--- src/rtl/mjs_pkg.sv ---
// Shared types and memory-map constants for the matrix job sequencer.
package mjs_pkg;

    typedef enum logic [2:0] {
        IDLE,
        CFG,
        LOAD_A,
        LOAD_B,
        START,
        WAIT,
        READ,
        ERR
    } state_t;

    localparam logic [11:0] STATUS_ADDR = 12'd0;
    localparam logic [11:0] CONFIG_ADDR = 12'd1;
    localparam logic [11:0] A_BASE      = 12'd2;
    localparam logic [11:0] B_BASE      = 12'd1026;
    localparam logic [11:0] C_BASE      = 12'd2050;
    localparam logic [31:0] START_WORD  = 32'h8000_0000;
    localparam logic [15:0] MAX_WORDS   = 16'd1024;

endpackage

--- src/rtl/mjs_cfg_decode.sv ---
// Combinational config-word decoder: splits M/K/KB/N, forms the three
// matrix sizes at 16 bits and flags whether the job fits the multiplier.
module mjs_cfg_decode
    import mjs_pkg::*;
(
    input  logic [31:0] cfg,
    output logic [15:0] mk,
    output logic [15:0] kn,
    output logic [15:0] mn,
    output logic        valid
);

    logic [7:0] m, k, kb, n;

    assign m  = cfg[31:24];
    assign k  = cfg[23:16];
    assign kb = cfg[15:8];
    assign n  = cfg[7:0];

    assign mk = {8'd0, m} * {8'd0, k};
    assign kn = {8'd0, k} * {8'd0, n};
    assign mn = {8'd0, m} * {8'd0, n};

    assign valid = (m != 8'd0) && (k != 8'd0) && (n != 8'd0) && (kb == k) &&
                   (mk <= MAX_WORDS) && (kn <= MAX_WORDS) && (mn <= MAX_WORDS);

endmodule

--- src/rtl/matrix_job_sequencer.sv ---
// Streams a job (config, A, B) into matrix_multiplier's memory map, starts it,
// and streams the result back. Optional WAIT watchdog: define MJS_WATCHDOG_EN.
module matrix_job_sequencer
    import mjs_pkg::*;
#(
    parameter int READ_LATENCY    = 1,
    parameter int WATCHDOG_CYCLES = 65535
) (
    input  logic        clk,
    input  logic        reset,
    input  logic        in_valid,
    input  logic [31:0] in_data,
    output logic        in_ready,
    output logic        out_valid,
    output logic [31:0] out_data,
    output logic        out_last,
    input  logic        out_ready,
    output logic [31:0] mm_data_in,
    output logic [11:0] mm_address,
    output logic        mm_write_enable,
    input  logic [31:0] mm_data_out,
    input  logic        mm_result_ready,
    output logic        busy,
    output logic        error
);

    state_t      state_q, state_d;
    logic [31:0] cfg_q;
    logic [15:0] mk_q, kn_q, mn_q;
    logic [15:0] cnt;
    logic [2:0]  lat;

    logic [15:0] dec_mk, dec_kn, dec_mn;
    logic        dec_ok;
    logic        accept, a_last, b_last, r_last, wd_timeout;

    mjs_cfg_decode u_dec (
        .cfg   (in_data),
        .mk    (dec_mk),
        .kn    (dec_kn),
        .mn    (dec_mn),
        .valid (dec_ok)
    );

    assign in_ready = (state_q == IDLE) || (state_q == LOAD_A) || (state_q == LOAD_B);
    assign busy     = (state_q != IDLE);
    assign accept   = in_valid & in_ready;
    assign a_last   = (cnt == mk_q - 16'd1);
    assign b_last   = (cnt == kn_q - 16'd1);
    assign r_last   = (cnt == mn_q - 16'd1);

`ifdef MJS_WATCHDOG_EN
    logic [31:0] wd_cnt;
    assign wd_timeout = (wd_cnt == 32'(WATCHDOG_CYCLES - 1));

    always_ff @(posedge clk) begin
        if (!reset || state_q != WAIT) wd_cnt <= '0;
        else                           wd_cnt <= wd_cnt + 32'd1;
    end
`else
    assign wd_timeout = 1'b0;
`endif

    always_ff @(posedge clk) begin
        if (!reset) state_q <= IDLE;
        else        state_q <= state_d;
    end

    always_comb begin
        state_d = state_q;
        case (state_q)
            IDLE:    if (accept) state_d = dec_ok ? CFG : ERR;
            ERR:     state_d = IDLE;
            CFG:     if (cnt[0]) state_d = LOAD_A;
            LOAD_A:  if (accept && a_last) state_d = LOAD_B;
            LOAD_B:  if (accept && b_last) state_d = START;
            START:   state_d = WAIT;
            WAIT: begin
                if (mm_result_ready) state_d = READ;
                else if (wd_timeout) state_d = IDLE;
            end
            READ:    if (out_valid && out_ready && r_last) state_d = IDLE;
            default: state_d = IDLE;
        endcase
    end

    always_ff @(posedge clk) begin
        if (!reset) begin
            cfg_q           <= '0;
            mk_q            <= '0;
            kn_q            <= '0;
            mn_q            <= '0;
            cnt             <= '0;
            lat             <= '0;
            out_valid       <= 1'b0;
            out_data        <= '0;
            out_last        <= 1'b0;
            mm_data_in      <= '0;
            mm_address      <= '0;
            mm_write_enable <= 1'b0;
            error           <= 1'b0;
        end else begin
            mm_write_enable <= 1'b0;
            case (state_q)
                IDLE: if (accept) begin
                    error <= 1'b0;
                    cfg_q <= in_data;
                    mk_q  <= dec_mk;
                    kn_q  <= dec_kn;
                    mn_q  <= dec_mn;
                    cnt   <= '0;
                end
                ERR: error <= 1'b1;
                CFG: begin
                    // Clear the status word before publishing the config.
                    mm_write_enable <= 1'b1;
                    if (!cnt[0]) begin
                        mm_address <= STATUS_ADDR;
                        mm_data_in <= '0;
                        cnt        <= 16'd1;
                    end else begin
                        mm_address <= CONFIG_ADDR;
                        mm_data_in <= cfg_q;
                        cnt        <= '0;
                    end
                end
                LOAD_A: if (accept) begin
                    mm_write_enable <= 1'b1;
                    mm_address      <= A_BASE + cnt[11:0];
                    mm_data_in      <= in_data;
                    cnt             <= a_last ? 16'd0 : cnt + 16'd1;
                end
                LOAD_B: if (accept) begin
                    mm_write_enable <= 1'b1;
                    mm_address      <= B_BASE + cnt[11:0];
                    mm_data_in      <= in_data;
                    cnt             <= b_last ? 16'd0 : cnt + 16'd1;
                end
                START: begin
                    mm_write_enable <= 1'b1;
                    mm_address      <= STATUS_ADDR;
                    mm_data_in      <= START_WORD;
                end
                WAIT: begin
                    if (mm_result_ready) begin
                        mm_address <= C_BASE;
                        cnt        <= '0;
                        lat        <= '0;
                    end else if (wd_timeout) begin
                        error <= 1'b1;
                    end
                end
                READ: begin
                    // lat counts edges since the address was issued.
                    if (!out_valid) begin
                        if (lat == 3'(READ_LATENCY)) begin
                            out_data  <= mm_data_out;
                            out_valid <= 1'b1;
                            out_last  <= r_last;
                        end else begin
                            lat <= lat + 3'd1;
                        end
                    end else if (out_ready) begin
                        out_valid <= 1'b0;
                        out_last  <= 1'b0;
                        if (!r_last) begin
                            cnt        <= cnt + 16'd1;
                            mm_address <= C_BASE + cnt[11:0] + 12'd1;
                            lat        <= '0;
                        end
                    end
                end
                default: ;
            endcase
        end
    end

endmodule

--- config.mk ---
export PLATFORM = sky130hd
export DESIGN_NAME = matrix_job_sequencer
export DESIGN_NICKNAME = d
export VERILOG_FILES = /design/src/rtl/mjs_pkg.sv /design/src/rtl/mjs_cfg_decode.sv /design/src/rtl/matrix_job_sequencer.sv
export SDC_FILE = /design/constraint.sdc
export NUM_CORES = 1
export LEC_CHECK = 0
export BUFFER_PORTS_ARGS = -buffer_cell sky130_fd_sc_hd__buf_2
export CAP_MARGIN = 20
export CORE_MARGIN = 1
export CORE_UTILIZATION = 45
export CTS_CLUSTER_DIAMETER = 200
export DETAILED_ROUTE_END_ITERATION = 6
export PLACE_DENSITY_LB_ADDON = 0.08
export SLEW_MARGIN = 0
export SYNTH_ARGS = -nofsm -noshare
export SYNTH_HDL_FRONTEND = slang
export SYNTH_SLANG_ARGS = --single-unit
--- constraint.sdc ---
create_clock -name clk -period 14.27 [get_ports clk]
set_input_delay 1.427 -clock clk [delete_from_list [all_inputs] [get_ports clk]]
set_output_delay 1.427 -clock clk [all_outputs]
set_load 0.03 [all_outputs]
==> out/metrics.csv <==
stage;metric;value;unit
drt;Total Routed Length;44960;um
drt;DRT antenna net count;0;
global_route;first-pass GRT wire length;71720;um
synth;cell area after technology mapping;0.01603;mm2
setup_path;required time at the worst-slack endpoint;14.57;ns
setup_path;launch point of the worst reg-to-reg path;mn_q[0]$_SDFFE_PN0P_;
pwr;P per Cell Area;177.3;mW/mm2
clock_tree;Reg clk slew, reported paths;0.08;ns
synth;flip-flop and latch count after synthesis;182;
sta;actual slew at the worst max-slew pin;1.027;ns
die;Die Span Y;190.7;um
sta;clock period minus final worst setup slack;6.590;ns
global_route;residual overflow from global routing;0;
place;dpl hpwl;33290;um
synth;cell count after synthesis;2025;
synth;cell type contributing the most total cell area after synthesis;sky130_fd_sc_hd__dfxtp_1;
sta;Max Transition Viols Final;0;
setup_path;CP Data Arrival Time;6.89;ns
sta;total negative setup slack;0;ns
die;DIE AREA;0.03638;mm2
clock_tree;worst skew pair latency;0.46;ns
final_layout;fraction of the core area covered by cells at the end of the flow;0.5026;
die;number of core rows;68;
sta;number of setup violations in the final report;0;
worst_hold_path;end point of the most critical hold path;out_data[8]$_SDFFE_PN0P_;
synth;Synth Net Count;2320;
synth;portion of synthesized cell area occupied by the leading cell type;0.2273;
global_route;number of global-route vias before repair;13470;
setup_path;crit path kind;input port to flip-flop;
worst_hold_path;number of cells on the worst hold path;2;
sta;final setup skew;0.01681;ns
setup_path;worst-path maximum fanout;21;
setup_path;capture point of the worst reg-to-reg path;mm_address[7]$_SDFFE_PN0P_;
final_layout;ratio of cells with drive above 1 in the final layout;0.1136;
status;run status;finished clean;
place;minimum setup slack after placement;7.156;ns
final_layout;layout overhead on the synthesized area;9.126;%
sta;final worst-path setup slack;7.680;ns
synth;share of flip-flops with an asynchronous set or reset;0;
clock_tree;TritonCTS Buffers;17;
global_route;initial antenna violation count;0;
drt;WL/cell;17.82;um
worst_hold_path;startpoint of the most critical hold path;out_data[8]$_SDFFE_PN0P_;
run;maxcap violations;0;
global_route;total track usage;0.2492;
clock_tree;setup repair bufs after CTS;0;
setup_path;R2R Setup Slk;10.48;ns
synth;leading post-synthesis cells by instance count;sky130_fd_sc_hd__nand2_1 (283), sky130_fd_sc_hd__inv_1 (187), sky130_fd_sc_hd__dfxtp_1 (182), sky130_fd_sc_hd__a21oi_1 (151), sky130_fd_sc_hd__and2_1 (151);
worst_hold_path;Worst Hold Class;flip-flop to flip-flop;
sta;Max transition margin;0.3152;
sta;post-route fraction of the period consumed by the critical path;0.4618;
synth;post-synthesis cell type count;84;
clock_tree;clock net sink count;182;
pwr;Leak Pwr;0.007567;uW
die;die extent in x;190.7;um
setup_path;Worst setup EP type;flip-flop;
sta;timing-limited maximum frequency;0.1518;GHz
die;number of top-level pins;151;
drt;via count normalized by instance count;5.552;
synth;dominant synthesized flop cell;sky130_fd_sc_hd__dfxtp_1;
pwr;Max IR drop VDD;113.8;uV
sta;Final Hold Fails;0;
place;IO Port Bufs;150;
die;Core Region;0.03480;mm2
synth;Yosys warning count;0;
synth;cell with the most instances after synthesis;sky130_fd_sc_hd__nand2_1;
place;gp weighted congestion;0.8612;
final_layout;fin nets;2350;
clock_tree;maximum level of the CTS H-tree;4;
clock_tree;TritonCTS clock tree;done;
clock_tree;Clock Root Buffer;sky130_fd_sc_hd__clkbuf_16;
drt;DRC Markers;0;
clock_tree;quantity of hold-fixing buffers added after cts;0;
synth;EDFF count, synth;0;
die;effective utilization at floorplan;0.4606;
clock_tree;worst-case clock buffer depth;2;
drt;Pre-Repair DR Iteration Count;5;
drt;number of DRC markers in iteration 0;842;
synth;largest cells by area after synthesis;sky130_fd_sc_hd__dfxtp_1 (23%), sky130_fd_sc_hd__fa_1 (13%), sky130_fd_sc_hd__ha_1 (9.2%);
drt;vias;14010;
sta;unrepaired setup endpoints after global routing;no;
final_layout;ant diodes;0;
setup_path;startpoint types;input port;
setup_path;length in cells of the worst reg-to-reg path;11;
clock_tree;post-cts repair resize count;0;
synth;post-synthesis sequential area ratio;0.2273;
synth;synthesized area per cell;7.915;um2
global_route;pin count of the biggest net entering global routing;95;
==> layout make-up <==
type                    instances  area [um2]
well taps                     455       569.3
clock inverters                14       156.4
clock buffers                  18       439.2
fillers                      3455       17310
inverters                     188       708.2
repair buffers                161       873.3
flip-flops and latches        182        3643
multi-input cells            1505       11100
==> worst max path at each step <==
stage,start,to,slack [ns]
after floorplan,in_data[22],state_q[2]$_SDFFE_PN0P_,7.72
after global placement,in_data[21],state_q[2]$_SDFFE_PN0P_,7.25
after detailed placement,in_data[22],state_q[2]$_SDFFE_PN0P_,7.16
after CTS,in_data[22],state_q[2]$_SDFFE_PN0P_,7.65
after global routing,in_data[24],state_q[2]$_SDFFE_PN0P_,7.42
final,in_data[24],state_q[2]$_SDFFE_PN0P_,7.68
==> power breakdown <==
| part | internal [uW] | switching, uW | leakage [uW] | total [uW] |
|---|---|---|---|---|
| clock | 240 | 241 | 0.000293 | 482 |
| combinational | 702 | 1170 | 0.00579 | 1870 |
| sequential | 620 | 130 | 0.00148 | 750 |
| total | 1560 | 1540 | 0.00757 | 3100 |
==> logic make-up after synthesis <==
group           after synthesis  share of synthesized area
simple gates                771                     0.2397
compound gates              407                     0.1683
buf+inv                     338                    0.08165
fa+ha+maj                   226                     0.2270
flops                       182                     0.2273
xor+xnor                     94                    0.05137
mux                           7                   0.004606
==> flip-flops by register name, indices dropped and copies added, names as in the netlist, 3 cells and up <==
name        cells
mn_q           16
cnt            16
cfg_q          32
state_q         3
out_data       32
kn_q           16
mk_q           16
lat             3
mm_data_in     32
mm_address     12
==> placed cells by master (no fill, tap or decap), types with 6 or more instances in the layout <==
cell,Yosys,final
sky130_fd_sc_hd__buf_2,5,150
sky130_fd_sc_hd__nor3_1,37,37
sky130_fd_sc_hd__clkbuf_16,0,17
sky130_fd_sc_hd__nand4_1,18,18
sky130_fd_sc_hd__and2_1,151,150
sky130_fd_sc_hd__o311ai_1,6,6
sky130_fd_sc_hd__and3_1,16,16
sky130_fd_sc_hd__nand2_1,283,282
sky130_fd_sc_hd__fa_1,108,108
sky130_fd_sc_hd__or3_1,6,6
sky130_fd_sc_hd__a22oi_1,41,41
sky130_fd_sc_hd__inv_1,187,187
sky130_fd_sc_hd__nor4b_1,8,8
sky130_fd_sc_hd__or4_1,7,7
sky130_fd_sc_hd__or2_2,11,11
sky130_fd_sc_hd__o211ai_1,6,6
sky130_fd_sc_hd__o31ai_1,16,16
sky130_fd_sc_hd__o21ai_0,40,40
sky130_fd_sc_hd__xnor2_1,50,50
sky130_fd_sc_hd__a21oi_1,151,151
sky130_fd_sc_hd__a21o_1,10,9
sky130_fd_sc_hd__nand3_1,54,54
sky130_fd_sc_hd__nor4_1,21,21
sky130_fd_sc_hd__a31oi_1,12,12
sky130_fd_sc_hd__nor2_1,117,116
sky130_fd_sc_hd__ha_1,118,118
sky130_fd_sc_hd__o22ai_1,8,8
sky130_fd_sc_hd__nor2b_1,10,10
sky130_fd_sc_hd__o2111ai_1,7,7
sky130_fd_sc_hd__a211oi_1,46,45
sky130_fd_sc_hd__nand2b_1,7,7
sky130_fd_sc_hd__o21a_1,8,8
sky130_fd_sc_hd__buf_4,3,9
sky130_fd_sc_hd__dfxtp_1,182,182
sky130_fd_sc_hd__xor2_1,44,44
==> metal layers <==
metal	global-route usage	part of all wire	up-vias
met3	0.03349	0.037	58
met2	0.4126	0.47	286
met4	0.07754	0.023	0
li1	-	-	6900
met5	0	0	-
met1	0.3349	0.47	6763
==> critical path, stage by stage <==
cell	delay [ns]
sky130_fd_sc_hd__buf_2	0.33
sky130_fd_sc_hd__nand2_1	0.14
sky130_fd_sc_hd__fa_1	0.53
sky130_fd_sc_hd__fa_1	0.58
sky130_fd_sc_hd__inv_1	0.06
sky130_fd_sc_hd__fa_1	0.53
sky130_fd_sc_hd__inv_1	0.05
sky130_fd_sc_hd__fa_1	0.53
sky130_fd_sc_hd__inv_1	0.04
sky130_fd_sc_hd__ha_1	0.36
sky130_fd_sc_hd__a21o_1	0.21
sky130_fd_sc_hd__a31o_2	0.24
sky130_fd_sc_hd__o2111ai_1	0.27
sky130_fd_sc_hd__a21oi_1	0.09
sky130_fd_sc_hd__or3_1	0.42
sky130_fd_sc_hd__nor4_1	0.29
sky130_fd_sc_hd__nand4_1	0.18
sky130_fd_sc_hd__o31ai_1	0.46
sky130_fd_sc_hd__a221oi_1	0.13
==> metrics by stage <==
step | instances | instance area [um2] | total power [uW] | hold slack [ns]
4_1_cts | 2523 | 17490 | 3119 | 0.4556
6_report | 2523 | 17490 | 3101 | 0.4512
3_5_place_dp | 2491 | 16900 | 2623 | 0.4446
3_3_place_gp | 2489 | 16840 | 2600 | 0.4391
2_1_floorplan | 2025 | 16030 | 2167 | 0.4360
5_1_grt | 2523 | 17490 | 3365 | 0.4761
(Power assumes the default switching activity.)
